===== config.mk =====
export PLATFORM = sky130hd
export DESIGN_NAME = reg_status_file_flat
export DESIGN_NICKNAME = d
export VERILOG_FILES = /design/src/rtl/reg_status_file_if.sv /design/src/rtl/reg_status_file.sv /design/src/flat_wrapper.sv
export SDC_FILE = /design/constraint.sdc
export NUM_CORES = 2
export LEC_CHECK = 0
export ABC_AREA = 1
export BUFFER_PORTS_ARGS = -buffer_cell sky130_fd_sc_hd__buf_2
export CORE_MARGIN = 2
export CORE_UTILIZATION = 30
export DETAILED_ROUTE_END_ITERATION = 10
export GPL_ROUTABILITY_DRIVEN = 0
export PLACE_DENSITY = 0.46
export SLEW_MARGIN = 25
export SYNTH_ARGS = -nofsm -noshare
export SYNTH_HDL_FRONTEND = slang
export SYNTH_SLANG_ARGS = --single-unit

===== constraint.sdc =====
create_clock -name clk_in -period 61.2 [get_ports clk_in]
set_input_delay 12.24 -clock clk_in [delete_from_list [all_inputs] [get_ports clk_in]]
set_output_delay 12.24 -clock clk_in [all_outputs]
set_load 0.01 [all_outputs]

===== src/rtl/reg_status_file_if.sv =====
// Issue, commit and read-port bundle for the register status file; master drives, slave answers.
// Reads are combinational, so there is no handshake on this bundle.
interface reg_status_file_if #(
    parameter int XLEN      = 32,
    parameter int ROB_WIDTH = 4,
    parameter int RD_PORTS  = 2
);
    logic                          issue_valid;
    logic [4:0]                    issue_rd;
    logic [ROB_WIDTH-1:0]          issue_tag;

    logic                          commit_valid;
    logic [4:0]                    commit_rd;
    logic [XLEN-1:0]               commit_val;
    logic [ROB_WIDTH-1:0]          commit_tag;

    logic [RD_PORTS*5-1:0]         rd_id;
    logic [RD_PORTS*XLEN-1:0]      rd_val;
    logic [RD_PORTS-1:0]           rd_busy;
    logic [RD_PORTS*ROB_WIDTH-1:0] rd_tag;

    logic [5:0]                    busy_count;

    modport master (
        output issue_valid, issue_rd, issue_tag,
        output commit_valid, commit_rd, commit_val, commit_tag,
        output rd_id,
        input  rd_val, rd_busy, rd_tag, busy_count
    );

    modport slave (
        input  issue_valid, issue_rd, issue_tag,
        input  commit_valid, commit_rd, commit_val, commit_tag,
        input  rd_id,
        output rd_val, rd_busy, rd_tag, busy_count
    );
endinterface


===== src/rtl/reg_status_file.sv =====
// 32-entry register value/busy/tag file: combinational reads with commit bypass, one-edge update.
// rdy_in low freezes all state; read ports and commit bypass stay live.
module reg_status_file #(
    parameter int XLEN      = 32,
    parameter int ROB_WIDTH = 4,
    parameter int RD_PORTS  = 2
) (
    input  logic               clk_in,
    input  logic               rst_in,
    input  logic               rdy_in,
    input  logic               clr_in,
    reg_status_file_if.slave   bus
);

    logic [XLEN-1:0]      val_q [32];
    logic [XLEN-1:0]      val_d [32];
    logic [ROB_WIDTH-1:0] tag_q [32];
    logic [ROB_WIDTH-1:0] tag_d [32];
    logic [31:0]          busy_q, busy_d;
    logic [5:0]           cnt_q, cnt_d;

    logic do_commit, do_issue, commit_hit, same_reg, inc, dec;

    assign do_commit  = bus.commit_valid && rdy_in && (bus.commit_rd != 5'd0);
    assign do_issue   = bus.issue_valid && rdy_in && !clr_in && (bus.issue_rd != 5'd0);
    assign commit_hit = do_commit && busy_q[bus.commit_rd]
                        && (tag_q[bus.commit_rd] == bus.commit_tag);
    assign same_reg   = do_issue && (bus.issue_rd == bus.commit_rd);
    assign inc        = do_issue && !busy_q[bus.issue_rd];
    // A same-register issue keeps the entry busy, so the retiring producer is not counted down.
    assign dec        = commit_hit && !same_reg;

    always_comb begin
        val_d  = val_q;
        tag_d  = tag_q;
        busy_d = busy_q;
        cnt_d  = cnt_q;
        if (do_commit) begin
            val_d[bus.commit_rd] = bus.commit_val;
            if (commit_hit) begin
                busy_d[bus.commit_rd] = 1'b0;
            end
        end
        if (rdy_in && clr_in) begin
            busy_d = '0;
            cnt_d  = '0;
            for (int i = 0; i < 32; i++) begin
                tag_d[i] = '0;
            end
        end else if (rdy_in) begin
            if (do_issue) begin
                busy_d[bus.issue_rd] = 1'b1;
                tag_d[bus.issue_rd]  = bus.issue_tag;
            end
            cnt_d = cnt_q + {5'd0, inc} - {5'd0, dec};
        end
    end

    always_ff @(posedge clk_in or posedge rst_in) begin
        if (rst_in) begin
            for (int i = 0; i < 32; i++) begin
                val_q[i] <= '0;
                tag_q[i] <= '0;
            end
            busy_q <= '0;
            cnt_q  <= '0;
        end else begin
            val_q  <= val_d;
            tag_q  <= tag_d;
            busy_q <= busy_d;
            cnt_q  <= cnt_d;
        end
    end

    assign bus.busy_count = cnt_q;

    for (genvar k = 0; k < RD_PORTS; k++) begin : g_rd
        logic [4:0] id;
        logic       byp, byp_hit, busy_k;

        assign id      = bus.rd_id[5*k +: 5];
        // Bypass is gated by reset so every output reads zero while reset is held.
        assign byp     = !rst_in && bus.commit_valid && (bus.commit_rd == id) && (id != 5'd0);
        assign byp_hit = byp && busy_q[id] && (tag_q[id] == bus.commit_tag);
        assign busy_k  = busy_q[id] && !byp_hit;

        assign bus.rd_val[XLEN*k +: XLEN]           = byp ? bus.commit_val : val_q[id];
        assign bus.rd_busy[k]                       = busy_k;
        assign bus.rd_tag[ROB_WIDTH*k +: ROB_WIDTH] = busy_k ? tag_q[id] : '0;
    end

endmodule

===== src/flat_wrapper.sv =====
// flat-port wrapper written by rule: the top's interface ports become plain ports
module reg_status_file_flat 
#(
    parameter int XLEN      = 32,
    parameter int ROB_WIDTH = 4,
    parameter int RD_PORTS  = 2
)
  (clk_in, rst_in, rdy_in, clr_in, bus_issue_valid, bus_issue_rd, bus_issue_tag, bus_commit_valid, bus_commit_rd, bus_commit_val, bus_commit_tag, bus_rd_id, bus_rd_val, bus_rd_busy, bus_rd_tag, bus_busy_count);
  reg_status_file_if #(.XLEN(XLEN), .ROB_WIDTH(ROB_WIDTH), .RD_PORTS(RD_PORTS)) bus_i ();
  input  logic clk_in;
  input  logic rst_in;
  input  logic rdy_in;
  input  logic clr_in;
  input wire logic [$bits(bus_i.issue_valid)-1:0] bus_issue_valid;
  input wire logic [$bits(bus_i.issue_rd)-1:0] bus_issue_rd;
  input wire logic [$bits(bus_i.issue_tag)-1:0] bus_issue_tag;
  input wire logic [$bits(bus_i.commit_valid)-1:0] bus_commit_valid;
  input wire logic [$bits(bus_i.commit_rd)-1:0] bus_commit_rd;
  input wire logic [$bits(bus_i.commit_val)-1:0] bus_commit_val;
  input wire logic [$bits(bus_i.commit_tag)-1:0] bus_commit_tag;
  input wire logic [$bits(bus_i.rd_id)-1:0] bus_rd_id;
  output wire logic [$bits(bus_i.rd_val)-1:0] bus_rd_val;
  output wire logic [$bits(bus_i.rd_busy)-1:0] bus_rd_busy;
  output wire logic [$bits(bus_i.rd_tag)-1:0] bus_rd_tag;
  output wire logic [$bits(bus_i.busy_count)-1:0] bus_busy_count;
  assign bus_i.issue_valid = bus_issue_valid;
  assign bus_i.issue_rd = bus_issue_rd;
  assign bus_i.issue_tag = bus_issue_tag;
  assign bus_i.commit_valid = bus_commit_valid;
  assign bus_i.commit_rd = bus_commit_rd;
  assign bus_i.commit_val = bus_commit_val;
  assign bus_i.commit_tag = bus_commit_tag;
  assign bus_i.rd_id = bus_rd_id;
  assign bus_rd_val = bus_i.rd_val;
  assign bus_rd_busy = bus_i.rd_busy;
  assign bus_rd_tag = bus_i.rd_tag;
  assign bus_busy_count = bus_i.busy_count;
  reg_status_file #(.XLEN(XLEN), .ROB_WIDTH(ROB_WIDTH), .RD_PORTS(RD_PORTS)) u_core (.clk_in(clk_in), .rst_in(rst_in), .rdy_in(rdy_in), .clr_in(clr_in), .bus(bus_i));
endmodule

# --- Word-level counts from Yosys, hierarchy flattened ---
# Cells that the tools add are included.
op_classes:
  n_addsub: 2
  multipliers: 0
  n_div: 0
  magnitude_cmp: 12
  eq_ne: 6
  shifts: 0
  muxes: 47
  bitwise_logic: 7
  n_reduce_logical: 39
op_table:
  columns: ["op", "n"]
  rows:
  - ["bitwise mux 1024 bit", 1]
  - ["2-to-1 mux 128 bit", 3]
  - ["2-to-1 mux 32 bit", 12]
  - ["binary-select mux 32 bit (select 5 bit)", 2]
  - ["demux 32 bit (select 5 bit)", 1]
  - ["bitwise mux 128 bit", 1]
  - ["binary-select mux 4 bit (select 5 bit)", 3]
  - ["2-to-1 mux 4 bit", 9]
  - ["bitwise AND 32 bit", 1]
  - ["NOT 32 bit", 1]
  - ["OR 32 bit", 1]
  - ["logical AND 1 bit", 26]
  - ["greater-or-equal comparator 6 bit, second input constant", 4]
  - ["< comparator 5 x 6 -> 1 bit, second input constant", 4]
  - ["NOT 5 -> 6 bit", 4]
  - ["binary-select mux 1 bit (select 5 bit)", 4]
  - ["demux 4 bit (select 5 bit)", 1]
  - ["nonzero test 5 bit", 4]
  - ["equality test 5 bit", 3]
  - ["equality test 4 bit", 3]
  - ["< comparator 6 x 1 -> 1 bit, second input constant", 2]
  - ["2-to-1 mux 6 bit", 2]
  - ["demux 1 bit (select 5 bit)", 2]
  - ["greater-or-equal comparator 5 x 1 -> 1 bit, second input constant", 2]
  - ["6 further kinds", 17]
word_totals:
  ff_bits: 1190
  latch_bits: 0
  ram_bits: 0
  romBits: 0
  inputBits: 66
  out_inout_bits: 80
  elab_cells: 179
  memories: 0

# --- Depth between registers and ports, before layout ---
depth:
  depth_word: 12
  depth_mapped: 27

# --- Least setup slack after synthesis ---
# OpenSTA, ideal clock, no wires.
synth_path:
  path_kind: "input to output"
  startpoint: "input port rst_in"
  endpoint: "output port bus_rd_val[12]"
  t_arrival_ns: 39.242
  required_ns: 48.960
  setup_slack_ns: 9.718
  stages: 7
  n_path_buf: 1
  cell_sequence: "inv_1 > nand2_1 > nor4_1 > and2_1 > inv_2 > clkbuf_1 > o21ai_0"
synth_between:
  elab_chain_len: 5
synth_lines:
  columns: ["item", "line_no", "text"]
  rows:
  - ["start, declared", "flat_wrapper.sv:11", "input logic rst_in;"]
  - ["zero test 1 bit (no source line)", null, null]
  - ["logical AND 1 bit (3 in series)", "reg_status_file.sv:83", "assign byp = !rst_in && bus.commit_valid && (bus.commit_rd == id) && (id != 5'd0);"]
  - ["2-to-1 mux 32 bit", "reg_status_file.sv:87", "assign bus.rd_val[XLEN*k +: XLEN] = byp ? bus.commit_val : val_q[id];"]
  - ["end, declared", "flat_wrapper.sv:22", "output wire logic [$bits(bus_i.rd_val)-1:0] bus_rd_val;"]
# Every way passes these cells.

# --- Final worst setup path ---
layout_path:
  startpoint: "input port bus_rd_id[5]"
  endpoint: "output port bus_rd_val[53]"
layout_between:
  elab_chain_len: 5
layout_lines:
  columns: ["item", "line_no", "text"]
  rows:
  - ["start, declared", "flat_wrapper.sv:21", "input wire logic [$bits(bus_i.rd_id)-1:0] bus_rd_id;"]
  - ["NOT 5 -> 6 bit (not written as such)", "reg_status_file.sv:87", null]
  - ["binary-select mux 32 bit (select 5 bit)", "reg_status_file.sv:87", null]
  - ["2-to-1 mux 32 bit (not written as such) (2 in series)", "reg_status_file.sv:87", null]
  - ["2-to-1 mux 32 bit *", "reg_status_file.sv:87", null]
# Mark *: on every way between the ends. The rest lies on a longest branch, timed or not. The select of a mux whose other input is x is not followed.

==> flow_metrics.env <==
export IMPL_status="finished, final reports clean"
export IMPL_grt_pass1_wl_mm=455.8
export IMPL_wl_met1_mm=135.6
export IMPL_r2r_start="u_core.busy_q[24]"
export IMPL_first_pass_iters=8
export IMPL_cts_setup_buffers=0
export IMPL_slew_violations=0
export IMPL_min_period_ns=29.37
export IMPL_fin_setup_tns_ns=0
export IMPL_cts_buffer_depth=3
export IMPL_clock_latency_ns=0.83
export IMPL_r2r_end="u_core.bus.busy_count[5]"
export IMPL_ir_drop_mv=0.02547
export IMPL_crit_arrival_ns=17.13
export IMPL_rows=172
export IMPL_synth_area_leader_cell="dfrtp_1"
export IMPL_cp_max_fo=110
export IMPL_crit_path_end_kind="output port"
export IMPL_die_h_um=474.5
export IMPL_totalWireLength_mm=314.6
export IMPL_async_flop_share_pct=100.0
export IMPL_grt_max_degree=185
export IMPL_min_path_cells=0
export IMPL_synth_top_area_share_pct=44.84
export IMPL_synth_most_common_cell="o21ai_0"
export IMPL_layout_cells_non_filler=11750
export IMPL_cts_root_buffer="clkbuf_16"
export IMPL_leakage_nw=31.05
export IMPL_final_setup_worst_slack_ns=31.83
export IMPL_dp_cells=11474
export IMPL_fin_skew_ns=0.02299
export IMPL_synth_edf_count=0
export IMPL_p_total_mw=2.247
export IMPL_maxCapViolCount=0
export IMPL_fin_crit_sh_pct=48.00
export IMPL_syn_nets=9198
export IMPL_ys_warn_count=0
export IMPL_r2r_slack_ns=56.94
export IMPL_core_um2=219900
export IMPL_drt_iter0_drc=8873
export IMPL_required_ns=48.96
export IMPL_synthToLayoutAreaGrowth_pct=10.51
export IMPL_vias_per_cell=5.801
export IMPL_drc=0
export IMPL_antenna_found_initial=16
export IMPL_clk_pin_slew_worst_paths_ns=0.06
export IMPL_wl_per_cell_um=26.78
export IMPL_yosys_top_cells_area="dfrtp_1, o21ai_0, nor2_1, nand2_1, o22ai_1"
export IMPL_critPathLaunchType="input pin"
export IMPL_synthTopCellsByCount="o21ai_0, nor2_1, nand2_1"
export IMPL_fin_nets=8743
export IMPL_power_density_nw_per_um2=30.62
export IMPL_io_pins=146
export IMPL_synth_distinct_cells=47
export IMPL_r2r_cells=22
export IMPL_drtAntennaViolNets=0
export IMPL_pre_cts_slack_ns=32.02
export IMPL_die_area_um2=225200
export IMPL_cts_hold_buf=0
export IMPL_avgSynthCellArea_um2=7.278
export IMPL_ys_flop_type="dfrtp_1"
export IMPL_vias=68156
export IMPL_final_util_pct=33.37
export IMPL_setup_viol=0
export IMPL_post_dp_hpwl_mm=172.7
export IMPL_rsz0062_at_grt="no"
export IMPL_start_util_pct=30.20
export IMPL_grtUsageTotal_pct=27.21
export IMPL_worst_pin_slew_ns=1.107
export IMPL_drive_above_1_share_pct=7.019
export IMPL_timing_slew_headroom_pct=26.19
export IMPL_cts_buffers=151
export IMPL_worstHoldPathType="reg -> reg"
export IMPL_htree_num_levels=4
export IMPL_wl_met2_mm=138.6
export IMPL_synth_cells=9125
export IMPL_dieWidth_um=474.5
export IMPL_portBuffers=145
export IMPL_clock_sinks=1190
export IMPL_topRoutingLayerUsed="met5"
export IMPL_yosysSeqAreaShare_pct=44.84
export IMPL_cts_tree="done"
export IMPL_hp_start="u_core.val_q[997]"
export IMPL_yosys_register_bits=1190
export IMPL_gr_total_overflow=0
export IMPL_fillerInstances=23571
export IMPL_whs_endpoint="u_core.val_q[997]"
export IMPL_dr_wl_met3_mm=27.74
export IMPL_grt_pass1_vias=64174
export IMPL_cts_resized=0
export IMPL_worstSetupPathType="in -> out"
export IMPL_max_freq_mhz=34.04
export IMPL_finalHoldViolations=0
export IMPL_syn_area_um2=66410
through the flow:
step | hold slack, ns | instance area (µm²)
CTS | 0.4019 | 73350
global route | 0.4138 | 73390
finish | 0.4002 | 73390
global placement | 0.3890 | 68340
detailed placement | 0.3897 | 68350
floorplan | 0.4515 | 66410
per-layer routing:
| metal | global-route usage (%) | vias to the layer above |
|---|---|---|
| met5 | 0 | - |
| met4 | 10.43 | 6 |
| met3 | 4.694 | 633 |
| met2 | 42.40 | 3690 |
| met1 | 37.52 | 33464 |
| li1 | - | 30363 |
flip-flops by register name, indices dropped and copies added, names as in the netlist:
register and flops:
u_core.bus.busy_count 6, u_core.busy_q 32, u_core.tag_q 128, u_core.val_q 1024
where the power goes:
part,leakage [nW],switching (mW),internal [mW]
sequential,15.9,0.0740,0.882
combinational,12.7,0.252,0.122
clock,2.46,0.384,0.532
kinds of logic (layout without fill, tap and decap cells):
| family | Yosys count | count (layout) | synth area share, % |
|---|---|---|---|
| mux | 2 | 2 | 0.03015 |
| flops | 1190 | 1190 | 44.84 |
| other cells | 0 | 2 | 0 |
| fa+ha+maj | 7 | 7 | 0.1432 |
| xor+xnor | 14 | 14 | 0.1846 |
| compound gates | 3452 | 3452 | 27.94 |
| buf+inv | 1098 | 763 | 6.993 |
| simple gates | 3362 | 3362 | 19.87 |
how the worst max path moves through the flow:
stage	from	to	slack [ns]	cells past startpoint
floorplan	rst_in	bus_rd_val[12]	9.72	7
global placement	bus_rd_id[5]	bus_rd_val[32]	31.58	13
detailed placement	bus_rd_id[5]	bus_rd_val[32]	32.02	13
CTS	bus_rd_id[5]	bus_rd_val[48]	32.01	11
global route	bus_rd_id[5]	bus_rd_val[59]	31.67	12
finish	bus_rd_id[5]	bus_rd_val[53]	31.83	12
cell type report:
type | instances | area (µm²) | share of cell area (%)
multi-input combinational | 6837 | 32030 | 43.65
antenna | 2 | 5.005 | 0.006820
clock buffer | 219 | 4375 | 5.962
sequential | 1190 | 29780 | 40.58
inverter | 195 | 858.3 | 1.170
timing repair buffer | 295 | 2006 | 2.733
clock inverter | 54 | 629.4 | 0.8576
tap | 2958 | 3701 | 5.043
worst max-delay path, cell delays in order:
cell and delay (ns):
buf_8 0.28, inv_16 0.36, buf_4 0.75, buf_4 0.79
buf_4 0.91, o21ai_0 0.17, o22ai_1 0.15, o21ai_0 0.10
o221ai_1 0.35, nand3_1 0.13, o21ai_1 0.33, buf_2 0.28
cells in the final DEF, fill, tap and decap left out, types with 10 or more instances in the layout:
cell type	count
buf_2	135
nand2_1	1495
o21ai_0	2348
o311ai_1	11
buf_4	145
or2_2	12
dfrtp_1	1190
o221ai_1	74
a22oi_1	18
nand3_1	261
clkinv_2	34
xor2_1	10
clkbuf_16	152
nand4_1	36
nor2_1	1516
o22ai_1	593
o211ai_1	22
inv_4	24
o21ai_1	62
clkbuf_1	35
inv_1	145
o21bai_1	18
clkbuf_8	34
a21oi_1	283
Note: power is estimated with default switching activity, not from simulation.
